`src/rtl/envelope_trigger.sv`:
```
// Envelope trigger: synchronizes and deglitches the envelope comparator,
// then qualifies packets into a clean trigger with gap bridging and a holdoff.
module envelope_trigger #(
  parameter int GLITCH_CYCLES     = 3,
  parameter int QUALIFY_CYCLES    = 200,
  parameter int GAP_CYCLES        = 50,
  parameter int MAX_ACTIVE_CYCLES = 20000,
  parameter int HOLDOFF_CYCLES    = 500,
  parameter int CNT_W             = 16
) (
  input  logic       clock,
  input  logic       reset,
  input  logic       envelope_in,
  output logic       trigger_signal,
  output logic       busy,
  output logic       timeout_pulse,
  output logic [7:0] packet_count
);

  typedef enum logic [2:0] {
    S_IDLE,
    S_QUAL,
    S_ACT,
    S_GAP,
    S_HOLD
  } state_t;

  localparam logic [3:0] GL_LAST =
    4'(GLITCH_CYCLES - 1);
  localparam logic [CNT_W-1:0] Q_LAST =
    CNT_W'(QUALIFY_CYCLES - 1);
  localparam logic [CNT_W-1:0] GAP_LAST =
    CNT_W'(GAP_CYCLES - 1);
  localparam logic [CNT_W-1:0] MAX_LAST =
    CNT_W'(MAX_ACTIVE_CYCLES - 1);
  localparam logic [CNT_W-1:0] HOLD_N =
    CNT_W'(HOLDOFF_CYCLES);
  localparam logic [CNT_W-1:0] ONE =
    CNT_W'(1);

  logic             sync1_q;
  logic             sync2_q;
  logic             filt_q;
  logic             filt_d;
  logic [3:0]       run_q;
  logic [3:0]       run_d;
  state_t           state_q;
  state_t           state_d;
  logic [CNT_W-1:0] cnt_q;
  logic [CNT_W-1:0] cnt_d;
  logic [CNT_W-1:0] act_q;
  logic [CNT_W-1:0] act_d;
  logic             trig_q;
  logic             trig_d;
  logic             busy_q;
  logic             busy_d;
  logic             to_q;
  logic             to_d;
  logic [7:0]       pc_q;
  logic [7:0]       pc_d;

  function automatic logic [CNT_W-1:0] sat_inc(
    input logic [CNT_W-1:0] v
  );
    return (&v) ? v : v + ONE;
  endfunction

  // Two-flop synchronizer for the asynchronous comparator output
  always_ff @(posedge clock or negedge reset) begin
    if (!reset) begin
      sync1_q <= 1'b0;
      sync2_q <= 1'b0;
    end else begin
      sync1_q <= envelope_in;
      sync2_q <= sync1_q;
    end
  end

  // Filtered level follows sync only after a full run of disagreement
  always_comb begin
    filt_d = filt_q;
    run_d  = 4'd0;
    if (sync2_q != filt_q) begin
      if (run_q == GL_LAST) begin
        filt_d = sync2_q;
      end else begin
        run_d = run_q + 4'd1;
      end
    end
  end

  // Glitch filter state
  always_ff @(posedge clock or negedge reset) begin
    if (!reset) begin
      filt_q <= 1'b0;
      run_q  <= 4'd0;
    end else begin
      filt_q <= filt_d;
      run_q  <= run_d;
    end
  end

  // Packet FSM next state, counters and registered output values
  always_comb begin
    state_d = state_q;
    cnt_d   = cnt_q;
    act_d   = act_q;
    trig_d  = trig_q;
    to_d    = 1'b0;
    pc_d    = pc_q;
    unique case (state_q)
      S_IDLE: begin
        trig_d = 1'b0;
        if (filt_q) begin
          state_d = S_QUAL;
          cnt_d   = ONE;
        end
      end
      S_QUAL: begin
        if (!filt_q) begin
          state_d = S_IDLE;
          cnt_d   = '0;
        end else if (cnt_q == Q_LAST) begin
          state_d = S_ACT;
          trig_d  = 1'b1;
          act_d   = '0;
          cnt_d   = '0;
          pc_d    = pc_q + 8'd1;
        end else begin
          cnt_d = sat_inc(cnt_q);
        end
      end
      S_ACT, S_GAP: begin
        if (act_q == MAX_LAST) begin
          state_d = S_HOLD;
          trig_d  = 1'b0;
          to_d    = 1'b1;
          cnt_d   = ONE;
        end else begin
          act_d = sat_inc(act_q);
          if (state_q == S_ACT) begin
            if (!filt_q) begin
              state_d = S_GAP;
              cnt_d   = ONE;
            end
          end else if (filt_q) begin
            state_d = S_ACT;
          end else if (cnt_q == GAP_LAST) begin
            state_d = S_HOLD;
            trig_d  = 1'b0;
            cnt_d   = ONE;
          end else begin
            cnt_d = sat_inc(cnt_q);
          end
        end
      end
      S_HOLD: begin
        trig_d = 1'b0;
        if (cnt_q >= HOLD_N) begin
          if (!filt_q) begin
            state_d = S_IDLE;
            cnt_d   = '0;
          end
        end else begin
          cnt_d = sat_inc(cnt_q);
        end
      end
      default: begin
        state_d = S_IDLE;
        trig_d  = 1'b0;
        cnt_d   = '0;
      end
    endcase
    busy_d = (state_d != S_IDLE);
  end

  // FSM and output registers
  always_ff @(posedge clock or negedge reset) begin
    if (!reset) begin
      state_q <= S_IDLE;
      cnt_q   <= '0;
      act_q   <= '0;
      trig_q  <= 1'b0;
      busy_q  <= 1'b0;
      to_q    <= 1'b0;
      pc_q    <= 8'd0;
    end else begin
      state_q <= state_d;
      cnt_q   <= cnt_d;
      act_q   <= act_d;
      trig_q  <= trig_d;
      busy_q  <= busy_d;
      to_q    <= to_d;
      pc_q    <= pc_d;
    end
  end

  assign trigger_signal = trig_q;
  assign busy           = busy_q;
  assign timeout_pulse  = to_q;
  assign packet_count   = pc_q;

endmodule

```
`config.mk`:
```
export PLATFORM = sky130hd
export DESIGN_NAME = envelope_trigger
export DESIGN_NICKNAME = d
export VERILOG_FILES = /design/src/rtl/envelope_trigger.sv
export SDC_FILE = /design/constraint.sdc
export NUM_CORES = 1
export LEC_CHECK = 0
export CAP_MARGIN = 20
export CORE_ASPECT_RATIO = 1.25
export CORE_UTILIZATION = 29
export CTS_BUF_LIST = sky130_fd_sc_hd__clkbuf_8
export CTS_CLUSTER_DIAMETER = 60
export DETAILED_ROUTE_END_ITERATION = 12
export SETUP_SLACK_MARGIN = 0.5
export SYNTH_ARGS = -nofsm -noshare
export SYNTH_HDL_FRONTEND = slang
export SYNTH_SLANG_ARGS = --single-unit
export TNS_END_PERCENT = 1
```
`constraint.sdc`:
```
create_clock -name clock -period 4.63 [get_ports clock]
set_input_delay 1.1575 -clock clock [delete_from_list [all_inputs] [get_ports clock]]
set_output_delay 1.1575 -clock clock [all_outputs]
set_load 0.05 [all_outputs]
```
==> impl_metrics.toml, run 1 <==
[synth]
synthCells = 320
syn_nets = 330
netlist.top_cell.by_area = "dfrtp_1"
netlist_area_um2 = 3050
synth_area_leaders = "dfrtp_1 44%, nor2_1 4.6%, nand3_1 3.8%"
synthArstFlopShare_pct = 100
ys.flop_type = "dfrtp_1"
syn_area_per_cell_um2 = 9.52
ys_seq_area_share_pct = 43.5
netlist.area_leader.share_pct = 43.5
synth_edf_count = 0
ys_ff_latch = 53
synth_warnings = 0
synth_cell_type_count = 63

[worst_setup_path]
cp_max_fo = 22
regToRegEndpoint = "packet_count[5]$_DFFE_PN0P_"
critPathLaunchType = "register"
crit_required_ns = 4.85
critPathArrivalTime_ns = 3.04
r2r-start = "cnt_q[13]$_DFFE_PN0P_"
critPathCaptureType = "register"
worst-setup-path-type = "reg -> reg"
rr_worst_depth = 6
r2r_setup_slack_ns = 1.81

[job]
cap_violations = 0

[drt]
wl_per_cell_um = 14.4
first_pass_iters = 4
via_per_inst = 5.31
detail_route.iter0.violations = 133
drtAntennaViolNets = 0
dr_total_vias = 2431
routed_wl_um = 6600
drc_errors = 0

[power_and_ir_drop]
vdd_ir_drop_max_mv = 0.110
pwr-share-comb_pct = 27.2
seqPwrFrac_pct = 48.3
swShare_pct = 34.8
internal_power_w = 0.000729
p_per_area_nw_per_um2 = 334
switching_power_w = 0.000389
clock_power_share_pct = 24.5
power.leakage_nw = 1.42

[global_route]
grt_pass1_wl_um = 11300
grt_pass1_vias = 2398
grt_overflow = 0
grt_max_degree = 54
grt_busiest_layer = "met2"
grt.met1_usage_pct = 15.5
gr-usage-all-layers_pct = 12.9
use_met2_pct = 23.2
antenna_found_initial = 0
globalRouteMet3Util_pct = 2.47

[timing]
finalSetupViolations = 0
fmax_mhz = 355
fin_crit_ns = 2.82
period_share_pct = 60.8
tns_ns = 0
relSlewSlack_pct = 40.2
finalHoldViolations = 0
slew_violations = 0
max_slew.worst_pin.slew_ns = 0.889
fin_ws_ns = 1.81
grt_setup_unrepaired = "false"
skew_ns = 0.0186

[cts]
cts_tree = "built"
cts_made_buffers = 5
clock_tree.root_cell = "clkbuf_8"
hold_buffers = 0
clk_latency_ns = 0.31
cts_resized = 0
clock_path_buffers = 2
cts.clk_slew.worst_paths_ns = 0.10
cts_setup_buffers = 0
clock-sinks = 53
htree_num_levels = 2

[die]
fp.dieW_um = 93.7
row_count = 41
die_h_um = 117
die_area_um2 = 10900
io_pins = 14
start_util_pct = 30.0
core_um2 = 10200

[final_layout]
num_antenna_cells = 0
final_nets = 338
drive_above_1_share_pct = 10.0
register_area_um2 = 1330
nFillCells = 1027
multi_input_area_um2 = 1600
synthToLayoutAreaGrowth_pct = 9.77
final_cells = 458

[placement]
gp_congestion = 0.817
placed_cells = 450
hpwl_um = 4690
port_buffers = 13
pre_cts_ws_ns = 1.80

[run_status]
outcome = "complete, no violations"

[hold_path]
min_to = "sync2_q$_DFF_PN0_"
min_from = "sync1_q$_DFF_PN0_"
holdCritPathClass = "reg -> reg"
whs_path_depth = 0
-- how the worst max path moves through the flow --
stage,startpoint,slack (ns),endpoint,depth (start not counted)
after floorplan,act_q[7]$_DFFE_PN0P_,2.36,cnt_q[1]$_DFFE_PN0P_,7
after global placement,cnt_q[13]$_DFFE_PN0P_,1.87,packet_count[5]$_DFFE_PN0P_,6
after detailed placement,cnt_q[13]$_DFFE_PN0P_,1.80,packet_count[5]$_DFFE_PN0P_,6
after CTS,cnt_q[13]$_DFFE_PN0P_,1.78,packet_count[5]$_DFFE_PN0P_,6
after global routing,cnt_q[13]$_DFFE_PN0P_,1.56,packet_count[5]$_DFFE_PN0P_,6
final,cnt_q[13]$_DFFE_PN0P_,1.81,packet_count[5]$_DFFE_PN0P_,6
-- Yosys cell counts, types with 2 or more instances --
cell,number
o21ai_0,17
a31oi_1,5
nor3_1,7
a32o_1,3
buf_2,4
and2_1,3
a41oi_2,2
clkbuf_1,3
inv_1,7
a21oi_1,11
dfrtp_1,53
or4bb_1,2
or2_2,2
nor4_1,5
xor2_1,11
nand3b_1,2
o22ai_1,2
nand4_1,12
nand2b_1,3
mux2_2,2
a22o_1,7
and4_1,2
or3_1,2
nor2_1,37
xnor2_1,9
and3_1,6
or4_4,3
and4_2,2
ha_1,7
nor2b_1,3
a21o_1,3
nand2_1,28
mux2i_1,2
buf_6,2
nand3_1,23
-- critical path, stage by stage, from the launching register on --
cell,delay [ns]
dfrtp_1,0.48
or4_4,0.59
nor4_4,0.38
and2b_1,0.63
and4_1,0.35
nand3_1,0.11
xnor2_1,0.18
-- final cells by class --
class | count | area share (%)
multi-input combinational | 247 | 47.9
sequential | 53 | 39.7
tap | 129 | 4.83
timing repair buffer | 14 | 3.97
clock buffer | 6 | 2.47
inverter | 7 | 0.786
clock inverter | 2 | 0.412
-- state kept, by name, summed over array words and instances (netlist names) --
name	flops
act_q	16
busy	1
cnt_q	16
filt_q	1
packet_count	8
run_q	4
state_q	3
sync1_q	1
sync2_q	1
timeout_pulse	1
trigger_signal	1
-- layout by cell type (no fill, tap or decap), drive strengths merged, types with 3 or more instances in the layout --
cell and instances:
nand2b 3, a21o 3, a32o 3, or4 4, nand2 29, and3 6, and4 4, xnor2 9
clkdlybuf4s50 12, a21oi 11, inv 7, xor2 11, nor3 7, nor2b 3, dfrtp 53, a31oi 5
nand3 24, ha 7, nor2 38, a22o 7, nand4 12, o21ai 18, clkbuf 6, nor4 6
and2 4
-- cell families (layout without fill, tap and decap cells) --
family	after synthesis	count (layout)	share of synthesized area (%)
AOI/OAI and AO/OA	65	65	15.7
xor gates and xnor gates	20	20	5.75
adders and majority gates	7	7	2.87
buffers and inverters	20	29	3.90
DFF	53	53	43.5
muxes	4	4	1.40
and+or+nand+nor	151	151	26.8
-- per-layer routing --
layer / vias to the layer above / wire length, um
met3: 5 / 179
li1: 1181 / -
met4: 0 / 70
met5: - / 0
met2: 31 / 3390
met1: 1214 / 2960
-- per-stage QoR --
| step | instance area, um2 | total power (W) | util, % | hold WS [ns] |
|---|---|---|---|---|
| floorplan | 3050 | 0.000806 | - | 0.331 |
| global placement | 3250 | 0.000849 | 32.0 | 0.347 |
| detailed placement | 3250 | 0.000854 | 32.0 | 0.339 |
| CTS | 3340 | 0.00113 | 32.9 | 0.362 |
| global route | 3340 | 0.00119 | 32.9 | 0.383 |
| finish | 3340 | 0.00112 | 32.9 | 0.356 |
-- power by group through the flow --
stage | clock, W | sequential, W | combinational, W
floorplan | 0 | 0.000540 | 0.000266
global placement | 0 | 0.000547 | 0.000302
detailed placement | 0 | 0.000548 | 0.000306
CTS | 0.000283 | 0.000539 | 0.000308
global route | 0.000303 | 0.000546 | 0.000339
finish | 0.000274 | 0.000540 | 0.000304
No activity file was read; power rests on OpenSTA's default activity.
==> run 2: changes to the inputs <==
==> constraint.sdc (replaced) <==
create_clock -name clock -period 2.4 [get_ports clock]
set_input_delay 0.6 -clock clock [delete_from_list [all_inputs] [get_ports clock]]
set_output_delay 0.6 -clock clock [all_outputs]
set_load 0.05 [all_outputs]
==> run 2 against run 1 <==
Setup slack worse by 1.7 ns; fmax grew 21%; first-iteration DRC count fell by 24%; die area is the same; sequential share of layout area shrank 5.3 points; combinational power increased to 2.5 times the previous value; via count is 5.5% higher; non-clock buffer count up 31; global-route usage rose by 1.6 points.
==> impl_metrics.toml, run 2 (synthesis results as in run 1) <==
[final_layout]
fin_area_um2 = 3860
num_antenna_cells = 0
final_common_cell = "dfrtp_1"
drive_above_1_share_pct = 27.1
synthToLayoutAreaGrowth_pct = 26.7
most-common-layout-cells = "53 x dfrtp_1, 32 x nor2_1, 27 x buf_4"
final_nets = 371
final_cells = 491

[run_status]
outcome = "complete, no violations"

[cts]
clock_path_buffers = 2
clk_latency_ns = 0.32
clock_tree.root_cell = "clkbuf_8"
cts_tree = "built"
cts.clk_slew.worst_paths_ns = 0.10
cts_made_buffers = 5
htree_num_levels = 2
hold_buffers = 0
clock-sinks = 53

[worst_setup_path]
critPathCaptureType = "register"
cp_cell_sequence = "ha_2 -> or4bb_4 -> nor4_4 -> buf_4 -> nand2_2 -> nand3_2 -> o21ai_2 -> or3_4"
worst-setup-path-type = "reg -> reg"
critPathMaxStageDelay_ns = 0.48
cp_top_family = "simple AND/OR/NAND/NOR gates"
critPathLaunchType = "register"
cp_max_fo = 3
crit_buf_inv = 1
cp_slowest_cell = "or4bb_4"
crit_required_ns = 2.60
critPathArrivalTime_ns = 2.53

[global_route]
grt_pass1_vias = 2532
grt_pass1_wl_um = 12400
grt_overflow = 0
gr-usage-all-layers_pct = 14.5
antenna_found_initial = 0
grt_max_degree = 32

[drt]
wl_met2_um = 3750
routed_wl_um = 7320
dr_total_vias = 2564
drc_errors = 0
first_pass_iters = 4
detail_route.iter0.violations = 101
via_per_inst = 5.22
wl_met3_um = 230
top_layer = "met4"
drtAntennaViolNets = 0
wl_met1_um = 3140
wl_per_cell_um = 14.9

[die]
die_area_um2 = 10900
fp.dieW_um = 93.7
io_pins = 14
row_count = 41
start_util_pct = 30.0
die_h_um = 117
core_um2 = 10200

[power_and_ir_drop]
p_per_area_nw_per_um2 = 604
clock_power_share_pct = 22.3
seqPwrFrac_pct = 44.9
swShare_pct = 36.2
vdd_ir_drop_max_mv = 0.282
switching_power_w = 0.000844
power_w = 0.00233
power.leakage_nw = 1.83
internal_power_w = 0.00149
pwr-share-comb_pct = 32.8

[hold_path]
holdCritPathClass = "in -> async"

[timing]
slew_violations = 0
max_slew.worst_pin.slew_ns = 0.555
holdWs_ns = 0.257
finalSetupViolations = 0
skew_ns = 0.00631
finalHoldViolations = 0
fmax_mhz = 429
fin_crit_ns = 2.33
relSlewSlack_pct = 63.0
period_share_pct = 97.1
grt_setup_unrepaired = "true"

[placement]
gp_congestion = 0.827
placed_cells = 480
port_buffers = 13
dpl-instance-area_um2 = 3490
hpwl_um = 5090

[job]
cap_violations = 0
-- run 2: power groups by stage --
stage / Combinational [W] / Sequential [W] / Clock [W]
floorplan: 0.000513 / 0.00104 / 0
global placement: 0.000623 / 0.00105 / 0
detailed placement: 0.000637 / 0.00105 / 0
CTS: 0.000694 / 0.00104 / 0.000552
global route: 0.000833 / 0.00106 / 0.000593
finish: 0.000765 / 0.00105 / 0.000520
-- run 2: final timing paths --
check | slack [ns] | depth (start not counted) | start | to
min in group clock | 0.36 | 0 | sync1_q$_DFF_PN0_ | sync2_q$_DFF_PN0_
max in group asynchronous | 1.59 | 2 | reset | filt_q$_DFFE_PN0P_
hold / removal | 0.26 | 1 | reset | act_q[12]$_DFFE_PN0P_
hold reg to reg | 0.36 | 0 | sync1_q$_DFF_PN0_ | sync2_q$_DFF_PN0_
setup reg to reg | 0.07 | 8 | cnt_q[0]$_DFFE_PN0P_ | busy$_DFF_PN0_
setup / recovery | 0.07 | 8 | cnt_q[0]$_DFFE_PN0P_ | busy$_DFF_PN0_
-- run 2: metal layers --
metal	track usage (%)	up-vias
met2	24.9	55
li1	-	1254
met3	2.80	18
met4	6.15	0
met1	17.6	1237
met5	0	-
-- run 2: worst register-to-register path, delay by kind of cell (launching register included) --
family / cells / cell delay, ns
adder cells (fa/ha/maj): 1 / 0.18
buffers and inverters: 1 / 0.18
flip-flops: 1 / 0.37
AND/OR/NAND/NOR: 5 / 1.42
AO/OA/AOI/OAI: 1 / 0.07
-- run 2: repair_timing --
action / CTS / global route
cloned: 2 / 0
resized for setup: 8 / 65
pin swaps: 4 / 31
endpoints found under the setup margin: 56 / 56
setup buffers: 0 / 1
-- run 2: through the flow --
stage / setup TNS (ns) / setup WS, ns / utilization (%)
2_1_floorplan: 0 / 0.133 / -
3_3_place_gp: 0 / 0.00621 / 34.4
3_5_place_dp: 0 / 0.00588 / 34.4
4_1_cts: 0 / 0.0625 / 35.9
5_1_grt: -0.0275 / -0.0160 / 38.0
6_report: 0 / 0.0699 / 38.0
-- run 2: layout make-up --
cell class	count	area (um2)
clock inverter	3	22.5
fill	1031	6300
sequential	53	1330
timing repair buffer	45	424
inverter	7	26.3
multi-input combinational	249	1830
tap	129	161
clock buffer	5	68.8
==> run 3: changes to the inputs <==
==> constraint.sdc (replaced) <==
create_clock -name clock -period 1.98 [get_ports clock]
set_input_delay 0.495 -clock clock [delete_from_list [all_inputs] [get_ports clock]]
set_output_delay 0.495 -clock clock [all_outputs]
set_load 0.05 [all_outputs]
==> run 3 against run 2 <==
The run now ends with setup timing left; fmax increased by 0.98%; first-iteration DRC count unchanged; global-route usage increased by 0.54 points; sequential share of layout area decreased by 0.49 points; clock-buffer cell count unchanged; hold slack got worse by 0.12 ns; total power increased by 24%; combinational power increased by 33%; utilization increased by 0.59 points; critical path depth decreased by 2; sequential cell count unchanged; setup slack got worse by 0.40 ns; critical path type unchanged; critical endpoint is now cnt_q[3]$_DFFE_PN0P_; largest cell class unchanged; highest routed layer unchanged.
==> impl_metrics.toml, run 3 (synthesis results as in run 1) <==
[drt]
first_pass_iters = 4
detail_route.iter0.violations = 101
wl_per_cell_um = 14.3
drtAntennaViolNets = 0
wl_met3_um = 222
dr_total_vias = 2689
top_layer = "met4"
wl_met1_um = 3160
via_per_inst = 5.11
routed_wl_um = 7530
drc_errors = 0
wl_met2_um = 4020

[power_and_ir_drop]
power.leakage_nw = 1.81
p_per_area_nw_per_um2 = 738
vdd_ir_drop_max_mv = 0.331

[cts]
hold_buffers = 0
cts.clk_slew.worst_paths_ns = 0.10
cts_made_buffers = 5
clk_latency_ns = 0.32
clock_tree.root_cell = "clkbuf_8"
clock-sinks = 53
clock_path_buffers = 2
cts_tree = "built"
htree_num_levels = 2

[timing]
relSlewSlack_pct = 61.2
finalHoldViolations = 0
max_slew.worst_pin.slew_ns = 0.577
grt_setup_unrepaired = "true"
fmax_mhz = 433
slew_violations = 0
fin_crit_ns = 2.31
holdWs_ns = 0.140
fin_ws_ns = -0.327
skew_ns = 0.00645
period_share_pct = 117
finalSetupViolations = 34

[final_layout]
drive_above_1_share_pct = 31.5
synthToLayoutAreaGrowth_pct = 28.6
most-common-layout-cells = "70 x buf_4, 52 x dfrtp_1, 36 x nor2_1"
nFillCells = 1035
final_cells = 526
final_nets = 406
num_antenna_cells = 0
final_common_cell = "buf_4"

[die]
die_h_um = 117
io_pins = 14
fp.dieW_um = 93.7
core_um2 = 10200
die_area_um2 = 10900
row_count = 41
start_util_pct = 30.0

[worst_setup_path]
cp_slowest_cell = "or4_4"
critPathMaxStageDelay_ns = 0.59
critPathCaptureType = "register"
cp_top_family = "simple AND/OR/NAND/NOR gates"
cp_cell_sequence = "or4b_4 -> or4_4 -> nand2_2 -> o21a_2 -> o21ai_1 -> a22o_1"
critPathArrivalTime_ns = 2.51
crit_required_ns = 2.19
crit_buf_inv = 0
cp_max_fo = 5
critPathLaunchType = "register"
worst-setup-path-type = "reg -> reg"

[placement]
hpwl_um = 5440
placed_cells = 514
port_buffers = 13
gp_congestion = 0.917

[global_route]
gr-usage-all-layers_pct = 15.0
grt_pass1_vias = 2738
antenna_found_initial = 0
grt_overflow = 0
grt_max_degree = 35
grt_pass1_wl_um = 12900

[hold_path]
holdCritPathClass = "in -> async"

[run_status]
violations = "setup timing"
outcome = "complete, but fails checks"

[job]
cap_violations = 0
[run 3: stage by stage]
stage,setup slack [ns],util (%),instance area [um2],power [W],setup TNS (ns)
5_1_grt,-0.398,38.6,3920,0.00308,-9.62
3_5_place_dp,-0.379,36.7,3720,0.00213,-6.69
4_1_cts,-0.331,38.1,3870,0.00288,-6.63
6_report,-0.327,38.6,3920,0.00289,-6.34
3_3_place_gp,-0.316,36.7,3720,0.00212,-6.63
2_1_floorplan,-0.287,-,3050,0.00189,-6.30
[run 3: where the power goes]
group / internal [W] / total [W] / switching [W]
clock: 0.000248 / 0.000628 / 0.000380
sequential: 0.00115 / 0.00124 / 0.0000853
combinational: 0.000466 / 0.00102 / 0.000557
[run 3: worst reg2reg max path, delay by kind of cell, from the launching register on]
family	cells	cell delay, ns
AND/OR/NAND/NOR	3	1.26
AO/OA/AOI/OAI	3	0.55
flip-flops	1	0.39
[run 3: area by class of cell]
class	count	area (um2)	area share (%)
Clock buffer	5	68.8	1.76
Clock inverter	3	17.5	0.447
Inverter	7	26.3	0.670
Multi-Input combinational cell	249	1680	42.9
Sequential cell	53	1330	33.9
Tap cell	129	161	4.12
Timing Repair Buffer	80	637	16.3
[run 3: timing repair]
action / 4_1_cts / 5_1_grt
pin swaps: 8 / 6
gates resized for setup: 20 / 16
gates cloned: 2 / 0
endpoints found under the setup margin: 49 / 53
buffers inserted: 1 / 1
[run 3: metal layers]
layer,up-vias,GRT usage (%)
met2,47,27.9
met3,9,2.86
met1,1313,16.8
met4,0,5.64
li1,1320,-
met5,-,0
[run 3: final timing paths]
check / from / to / slack [ns] / cells after the start
max in group asynchronous: reset / packet_count[2]$_DFFE_PN0P_ / 1.28 / 2
worst max register to register: act_q[15]$_DFFE_PN0P_ / cnt_q[3]$_DFFE_PN0P_ / -0.33 / 6
worst max-delay path: act_q[15]$_DFFE_PN0P_ / cnt_q[3]$_DFFE_PN0P_ / -0.33 / 6
worst min register to register: sync1_q$_DFF_PN0_ / sync2_q$_DFF_PN0_ / 0.36 / 0
min in group clock: sync1_q$_DFF_PN0_ / sync2_q$_DFF_PN0_ / 0.36 / 0
worst min-delay path: reset / act_q[9]$_DFFE_PN0P_ / 0.14 / 1
